**src/rtl/deserializer_pkg.sv**
```systemverilog
// rtl/deserializer_pkg.sv - shared types and constants for the serial deserializer
package deserializer_pkg;

   typedef enum logic [1:0] {
      IDLE,
      DATA,
      STOP,
      BREAK
   } deser_state_e;

   localparam int DEF_PKT_W      = 4;
   localparam int DEF_FIFO_DEPTH = 2;

   // start bit + payload + stop bit
   function automatic int frame_len(input int pkt_w);
      return pkt_w + 2;
   endfunction

   localparam int DEF_FRAME_LEN = frame_len(DEF_PKT_W);

endpackage

```
**src/rtl/deser_fifo.sv**
```systemverilog
// rtl/deser_fifo.sv - output word buffer; a pop on a full buffer frees room for a same-cycle push
module deser_fifo #(
   parameter int WIDTH = 4,
   parameter int DEPTH = 2
) (
   input  logic             clock,
   input  logic             rst_n,
   input  logic             push,
   input  logic [WIDTH-1:0] push_data,
   input  logic             pop,
   output logic [WIDTH-1:0] head,
   output logic             full,
   output logic             empty
);

   localparam int PTR_W = (DEPTH > 1) ? $clog2(DEPTH) : 1;
   localparam int CNT_W = $clog2(DEPTH + 1);

   logic [WIDTH-1:0] mem [DEPTH];
   logic [PTR_W-1:0] wr_ptr;
   logic [PTR_W-1:0] rd_ptr;
   logic [CNT_W-1:0] count;
   logic             do_push;
   logic             do_pop;

   assign full    = (count == CNT_W'(DEPTH));
   assign empty   = (count == '0);
   assign do_pop  = pop && !empty;
   assign do_push = push && (!full || do_pop);
   assign head    = mem[rd_ptr];

   // DEPTH is a power of two, so pointer overflow is the modulo wrap
   always_ff @(posedge clock or negedge rst_n) begin
      if (!rst_n) begin
         for (int i = 0; i < DEPTH; i++) mem[i] <= '0;
         wr_ptr <= '0;
         rd_ptr <= '0;
         count  <= '0;
      end else begin
         if (do_push) begin
            mem[wr_ptr] <= push_data;
            wr_ptr      <= wr_ptr + PTR_W'(1);
         end
         if (do_pop) rd_ptr <= rd_ptr + PTR_W'(1);
         count <= count + CNT_W'(do_push) - CNT_W'(do_pop);
      end
   end

endmodule

```
**src/rtl/deserializer.sv**
```systemverilog
// rtl/deserializer.sv - start/stop framed serial receiver feeding a small word buffer
module deserializer
   import deserializer_pkg::*;
#(
   parameter int PKT_W      = DEF_PKT_W,
   parameter int FIFO_DEPTH = DEF_FIFO_DEPTH
) (
   input  logic             clock,
   input  logic             reset,
   input  logic             io_sIn,
   output logic [PKT_W-1:0] io_pOut,
   output logic             io_validOut,
   input  logic             io_readyOut,
   output logic             io_frameErr,
   output logic             io_overrun,
   output logic             io_busy
);

   localparam int CNT_W    = $clog2(PKT_W + 1);
   localparam int LAST_BIT = frame_len(PKT_W) - 3;

   logic             rst_meta;
   logic             rst_n;
   deser_state_e     state;
   logic [CNT_W-1:0] bit_cnt;
   logic [PKT_W-1:0] shift_q;
   logic             push;
   logic             pop;
   logic             fifo_full;
   logic             fifo_empty;

   // reset asserts asynchronously, releases two clocks later
   always_ff @(posedge clock or negedge reset) begin
      if (!reset) begin
         rst_meta <= 1'b0;
         rst_n    <= 1'b0;
      end else begin
         rst_meta <= 1'b1;
         rst_n    <= rst_meta;
      end
   end

   assign push        = (state == STOP) && io_sIn;
   assign pop         = io_validOut && io_readyOut;
   assign io_validOut = !fifo_empty;
   assign io_busy     = (state != IDLE);

   always_ff @(posedge clock or negedge rst_n) begin
      if (!rst_n) begin
         state       <= IDLE;
         bit_cnt     <= '0;
         shift_q     <= '0;
         io_frameErr <= 1'b0;
         io_overrun  <= 1'b0;
      end else begin
         io_frameErr <= 1'b0;
         io_overrun  <= push && fifo_full && !pop;
         case (state)
            IDLE: begin
               if (!io_sIn) begin
                  state   <= DATA;
                  bit_cnt <= '0;
               end
            end
            DATA: begin
               for (int i = 0; i < PKT_W; i++) begin
                  if (bit_cnt == CNT_W'(i)) shift_q[i] <= io_sIn;
               end
               bit_cnt <= bit_cnt + CNT_W'(1);
               if (bit_cnt == CNT_W'(LAST_BIT)) state <= STOP;
            end
            STOP: begin
               if (io_sIn) begin
                  state <= IDLE;
               end else begin
                  io_frameErr <= 1'b1;
                  state       <= BREAK;
               end
            end
            BREAK: begin
               if (io_sIn) state <= IDLE;
            end
            default: state <= IDLE;
         endcase
      end
   end

   deser_fifo #(
      .WIDTH (PKT_W),
      .DEPTH (FIFO_DEPTH)
   ) u_fifo (
      .clock     (clock),
      .rst_n     (rst_n),
      .push      (push),
      .push_data (shift_q),
      .pop       (pop),
      .head      (io_pOut),
      .full      (fifo_full),
      .empty     (fifo_empty)
   );

endmodule

```
**config.mk**
```make
export PLATFORM = sky130hd
export DESIGN_NAME = deserializer
export DESIGN_NICKNAME = d
export VERILOG_FILES = /design/src/rtl/deserializer_pkg.sv /design/src/rtl/deser_fifo.sv /design/src/rtl/deserializer.sv
export SDC_FILE = /design/constraint.sdc
export NUM_CORES = 1
export LEC_CHECK = 0
export ABC_CLOCK_PERIOD_IN_PS = 1140
export CELL_PAD_IN_SITES_DETAIL_PLACEMENT = 1
export CELL_PAD_IN_SITES_GLOBAL_PLACEMENT = 1
export CORE_MARGIN = 10
export CORE_UTILIZATION = 40
export CTS_BUF_LIST = sky130_fd_sc_hd__clkbuf_8 sky130_fd_sc_hd__clkbuf_16
export CTS_CLUSTER_SIZE = 30
export DETAILED_ROUTE_END_ITERATION = 10
export PLACE_DENSITY_LB_ADDON = 0.1
export SETUP_SLACK_MARGIN = 0.4
export SLEW_MARGIN = 0
export SYNTH_ARGS = -nofsm -noshare
export SYNTH_HDL_FRONTEND = slang
export SYNTH_SLANG_ARGS = --single-unit
```
**constraint.sdc**
```tcl
create_clock -name clock -period 1.14 [get_ports clock]
set_clock_uncertainty 0.1 [all_clocks]
set_input_delay 0.342 -clock clock [delete_from_list [all_inputs] [get_ports clock]]
set_output_delay 0.342 -clock clock [all_outputs]
set_load 0.02 [all_outputs]
```
==> results of run 1 <==
==> cell type report <==
cell class	instances	area share (%)
multi-input combinational	57	36.2
clock inverter	1	0.199
inverter	6	1.20
tap	31	2.06
timing repair buffer	47	24.7
clock buffer	3	2.19
sequential	25	33.4
==> through the flow <==
| step | std cells | hold WS [ps] |
|---|---|---|
| 2_1_floorplan | 88 | -53.6 |
| 3_3_place_gp | 153 | 141 |
| 3_5_place_dp | 153 | 143 |
| 4_1_cts | 164 | 114 |
| 5_1_grt | 170 | 119 |
| 6_report | 170 | 118 |
==> worst register-to-register path: stages, from the launching register on <==
cell	delay [ps]
dfrtp_1	400
buf_6	130
nand3b_4	170
nor3_4	340
mux2_4	330
==> power by group through the flow <==
stage	Sequential (mW)	Combinational [mW]	Clock [mW]
global route	1.60	2.78	0.585
floorplan	1.50	1.08	0
detailed placement	1.54	1.94	0
global placement	1.51	1.87	0
CTS	1.54	2.42	0.555
finish	1.55	2.58	0.536
==> sequential cells by signal, summed over array words and instances (netlist names) <==
register / flops
bit_cnt: 3
io_frameErr: 1
io_overrun: 1
rst_meta: 1
rst_n: 1
shift_q: 4
state: 2
u_fifo.count: 2
u_fifo.mem: 8
u_fifo.rd_ptr: 1
u_fifo.wr_ptr: 1
==> synthesized netlist by cell type <==
library cell | number | area share (%)
a21oi_1 | 1 | 0.44
a22o_1 | 2 | 1.5
a311oi_1 | 1 | 0.76
a31oi_1 | 1 | 0.55
and2b_1 | 1 | 0.66
and3b_1 | 1 | 0.76
and3b_4 | 1 | 1.1
conb_1 | 1 | 0.33
dfrtp_1 | 25 | 55
ha_1 | 5 | 5.5
inv_1 | 6 | 2.0
mux2_1 | 12 | 12
mux2_2 | 5 | 4.9
nand2_1 | 6 | 2.0
nand2b_1 | 2 | 1.1
nand3_2 | 1 | 0.87
nand3b_2 | 1 | 0.98
nor2_1 | 2 | 0.66
nor2b_1 | 1 | 0.55
nor3_1 | 2 | 0.87
nor3_4 | 1 | 1.4
nor3b_2 | 2 | 2.2
o21a_1 | 1 | 0.66
o21ai_0 | 2 | 0.87
o21ai_1 | 1 | 0.44
or2_2 | 2 | 1.1
or3b_1 | 1 | 0.76
xnor2_1 | 1 | 0.76
==> cell usage in the layout, fill, tap and decap left out, types with 2 or more instances in the layout <==
master,instances
nand2b_1,2
inv_1,5
or2_4,2
o21ai_2,2
dlygate4sd2_1,2
a22o_1,2
nor3_4,2
inv_2,2
nor3b_4,2
buf_4,18
clkbuf_8,3
ha_1,3
dfrtp_1,22
mux2_4,17
nand2_2,2
dfrtp_2,3
buf_6,25
nand2_1,3
==> logic make-up (layout without fill, tap and decap cells) <==
logic type,after synthesis,after routing,share of synthesized area (%)
muxes,17,17,16.7
other,1,1,0.327
xor gates and xnor gates,1,1,0.764
AOI/OAI and AO/OA,9,9,5.24
DFF,25,25,54.6
adders and majority gates,5,5,5.46
and+or+nand+nor,24,24,15.0
buffers and inverters,6,57,1.96
==> how the worst min path moves through the flow <==
stage	from	to	cells past startpoint
2_1_floorplan	reset	rst_meta$_DFF_PN0_	0
3_3_place_gp	rst_n$_DFF_PN0_	io_frameErr$_DFF_PN0_	1
3_5_place_dp	rst_n$_DFF_PN0_	io_frameErr$_DFF_PN0_	1
4_1_cts	reset	rst_n$_DFF_PN0_	1
5_1_grt	reset	rst_meta$_DFF_PN0_	1
6_report	reset	rst_n$_DFF_PN0_	1
==> what timing repair did <==
action,in CTS,in global routing
resized for setup,84,11
cloned,0,0
endpoints found under the hold margin,0,0
buffers inserted,7,6
pin swaps,11,9
endpoints found under the setup margin,31,31
==> metal layers <==
| layer | global-route usage, % | routed length [µm] | vias to the layer above |
|---|---|---|---|
| li1 | - | - | 403 |
| met1 | 13.1 | 1250 | 430 |
| met2 | 19.6 | 1610 | 11 |
| met3 | 3.77 | 119 | 5 |
| met4 | 5.59 | 53 | 0 |
| met5 | 0 | 0 | - |
==> flow_metrics.tcl, run 1 <==
set metrics [dict create \
    outcome "finished with violations" \
    violations "setup timing" \
    core_area_um2 2760 \
    dieWidth_um 73.5 \
    cp_max_fo 5 \
    r2r-end "u_fifo.mem[4]$_DFFE_PN0P_" \
    finalHoldViolCount 0 \
    cts_root_buf "clkbuf_8" \
    clkPwrFrac_pct 11.5 \
    design.die.area_um2 5410 \
    grt_pass1_vias 968 \
    drt_wl_total_um 3030 \
    setup_viol 30 \
    cpMaxStageDelayCell "dfrtp_2" \
    layout_setup_ws_ps -503 \
    fin_area_um2 1880 \
    postRouteAntennaNets 0 \
    p_leak_nw 0.924 \
    power.switching_mw 1.54 \
    die_h_um 73.5 \
    hpwl_um 1930 \
    switching_share_pct 33.1 \
    io_buffers 11 \
    viasPerCell 4.99 \
    avgSynthCellArea_um2 13.0 \
    cp.depth 2 \
    drv_cap 0 \
    hold_class "primary input to async pin" \
    firstDrtPassIters 4 \
    syn_nets 97 \
    yosysUniqueCellTypes 28 \
    placed_area_um2 1560 \
    p_int_mw 3.12 \
    cp_slowest_stage_delay_ps 470 \
    cts_tree "yes" \
    fillers 271 \
    cts_buffers 3 \
    synth.yosys.seq_area_share_pct 54.6 \
    fin_util_pct 68.2 \
    io_pins 12 \
    endpoint_kind "output port" \
    r2r-start "state[0]$_DFFE_PN0P_" \
    synth_cells 88 \
    cts_hold_buf 0 \
    r2r_slack_ps -440 \
    worstPathArrival_ps 1200 \
    htree_levels 1 \
    seqCellArea_um2 629 \
    cp_data_required_time_ps 700 \
    path_cells "mux2_4, buf_6" \
    crit_path_start "u_fifo.rd_ptr$_DFFE_PN0P_" \
    ys_ff_latch 25 \
    pwr-share-comb_pct 55.2 \
    grt.overflow.total 0 \
    final_nets 149 \
    grt_pass1_wl_um 4810 \
    drt-initial-drc-count 21 \
    endpoint "io_pOut[1]" \
    drive_above_1_share_pct 66.9 \
    cts.clk_slew.worst_paths_ps 90 \
    drc 0 \
    wl_per_cell_um 17.8 \
    pre_cts_slack_ps -810 \
    clockBufferDepth 2 \
    crit_buf_inv 1 \
    clock_sinks 25 \
    vdd_ir_drop_max_v 0.00218 \
    slew_viol_final 0 \
    worst_skew_pair.late_latency_ps 280 \
    syn_area_um2 1150 \
    setup_tns_ps -9670 \
    antenna_cells 0 \
    fmax_mhz 609 \
    finalPower_mw 4.66 \
    multi_input_area_um2 682 \
    reg2regPathDepth 4 \
    antenna_found_initial 0 \
    ys_warn_count 0 \
    fin_crit_ps 1640 \
    gp_congestion 0.728 \
    cp-start-kind "flop" \
    rsz0062_at_grt "yes" \
    start_util_pct 41.6 \
    powerDensity_nw_per_um2 2480 \
    p_seq_share_pct 33.3 \
    crit_type "flop to output port" \
    syn_to_final_growth_pct 64.2 \
    grtUsageTotal_pct 11.7 \
    grt_max_degree 24 \
    crit_family "flip-flops" \
    finalCritPeriodShare_pct 144 \
    row_count 19 \
    vias 849 \
]
(Power assumes the default switching activity.)
==> inputs of run 2 (changes only) <==
Settings changed: ABC_CLOCK_PERIOD_IN_PS 1140 to not set, CORE_ASPECT_RATIO set to 1.5.
==> flow_metrics.tcl, run 2 (same netlist as run 1, synthesis figures left out) <==
set metrics [dict create \
    cts_buffers 3 \
    viasPerCell 5.01 \
    cp_slowest_stage_delay_ps 490 \
    grt.overflow.total 0 \
    p_leak_nw 0.942 \
    firstDrtPassIters 4 \
    dieWidth_um 63.7 \
    r2r-start "u_fifo.count[1]$_DFF_PN0_" \
    dr_wl_met2_um 2140 \
    fmax_mhz 600 \
    design.die.area_um2 5450 \
    pwr-share-comb_pct 54.4 \
    hpwl_um 1900 \
    hold_class "flop to async pin" \
    top_layer_used "met4" \
    cp_data_required_time_ps 700 \
    syn_to_final_growth_pct 68.7 \
    vias 882 \
    path_cells "mux2_4, buf_6" \
    powerDensity_nw_per_um2 2400 \
    cts_root_buf "clkbuf_8" \
    finalHoldViolCount 0 \
    antenna_found_initial 0 \
    fin_area_um2 1930 \
    rsz0062_at_grt "yes" \
    worst_skew_pair.late_latency_ps 280 \
    outcome "finished with violations" \
    cp-start-kind "flop" \
    final_common_cell "buf_6" \
    io_pins 12 \
    vdd_ir_drop_max_v 0.00134 \
    fin_util_pct 71.5 \
    placed_area_um2 1560 \
    reg2regPathDepth 4 \
    grt_pass1_wl_um 5440 \
    clockBufferDepth 2 \
    setup_tns_ps -11350 \
    grt_pass1_vias 1037 \
    wl_met3_um 82 \
    reg_top3 "u_fifo.mem x8, shift_q x4, bit_cnt x3" \
    layout_common_cells "buf_6 (28), dfrtp_1 (22), mux2_4 (16), buf_4 (14), inv_1 (6)" \
    layout_setup_ws_ps -527 \
    core_area_um2 2710 \
    p_int_mw 3.05 \
    cts.clk_slew.worst_paths_ps 100 \
    drt_wl_total_um 3630 \
    drv_cap 0 \
    endpoint_kind "output port" \
    drt-initial-drc-count 11 \
    start_util_pct 42.4 \
    p_seq_share_pct 34.0 \
    cts_tree "yes" \
    cts_hold_buf 0 \
    finalCritPeriodShare_pct 146 \
    drive_above_1_share_pct 67.6 \
    clkPwrFrac_pct 11.6 \
    violations "setup timing" \
    wl_met1_um 1380 \
    die_h_um 85.6 \
    power.switching_mw 1.60 \
    clock_sinks 25 \
    pre_cts_slack_ps -862 \
    cpMaxStageDelayCell "dfrtp_2" \
    grt_max_degree 24 \
    wl_per_cell_um 20.6 \
    setup_viol 30 \
    final_nets 149 \
    top_register "u_fifo.mem" \
    worstPathArrival_ps 1220 \
    crit_type "flop to output port" \
    r2r_slack_ps -490 \
    postRouteAntennaNets 0 \
    io_buffers 11 \
    largest_reg_flops 8 \
    fin_crit_ps 1670 \
    row_count 23 \
    drc 0 \
    gp_congestion 0.719 \
    cp_max_fo 5 \
    antenna_cells 0 \
    switching_share_pct 34.4 \
    grtUsageTotal_pct 12.9 \
    slew_viol_final 0 \
    htree_levels 1 \
    r2r-end "u_fifo.mem[2]$_DFFE_PN0P_" \
    hold_ws_ps 107 \
]
==> run 2: layer usage <==
metal	up-vias	global-route usage (%)
li1	406	-
met1	457	13.0
met2	14	25.1
met3	5	2.99
met4	0	4.19
met5	-	0
==> run 2: critical path: cells and delay by family (launching register included) <==
family,cells,cell delay [ps]
flops,1,490
buf+inv,1,130
mux,1,330
==> run 2: final cells by class <==
cell class | count | area, µm²
well taps | 37 | 46.3
clock buffers | 3 | 41.3
inverters | 6 | 22.5
multi-input cells | 57 | 702
flip-flops and latches | 25 | 629
repair buffers | 47 | 488
fillers | 256 | 772
clock inverters | 1 | 3.75
==> run 2: how the worst max path moves through the flow <==
stage / from / endpoint / slack, ps / cells after the start
2_1_floorplan: u_fifo.count[0]$_DFF_PN0_ / u_fifo.mem[0]$_DFFE_PN0P_ / -300 / 3
3_3_place_gp: io_sIn / u_fifo.mem[5]$_DFFE_PN0P_ / -800 / 4
3_5_place_dp: io_sIn / u_fifo.mem[5]$_DFFE_PN0P_ / -860 / 4
4_1_cts: u_fifo.rd_ptr$_DFFE_PN0P_ / io_pOut[2] / -490 / 2
5_1_grt: u_fifo.rd_ptr$_DFFE_PN0P_ / io_pOut[3] / -550 / 2
6_report: u_fifo.rd_ptr$_DFFE_PN0P_ / io_pOut[3] / -530 / 2
==> run 2: power groups by stage <==
stage / registers, mW / clock network, mW / logic, mW
CTS: 1.54 / 0.521 / 2.32
detailed placement: 1.54 / 0 / 1.88
global route: 1.63 / 0.574 / 2.74
floorplan: 1.50 / 0 / 1.08
global placement: 1.51 / 0 / 1.82
finish: 1.58 / 0.541 / 2.53
==> run 2: repair_timing <==
action / CTS / global route
resized for setup: 87 / 12
setup endpoints to repair: 31 / 31
buffers inserted: 8 / 5
pin swaps: 13 / 10
==> run 2: through the flow <==
step	cells	total power [mW]
5_1_grt	176	4.94
4_1_cts	171	4.38
3_3_place_gp	159	3.33
2_1_floorplan	88	2.58
6_report	176	4.65
3_5_place_dp	159	3.41
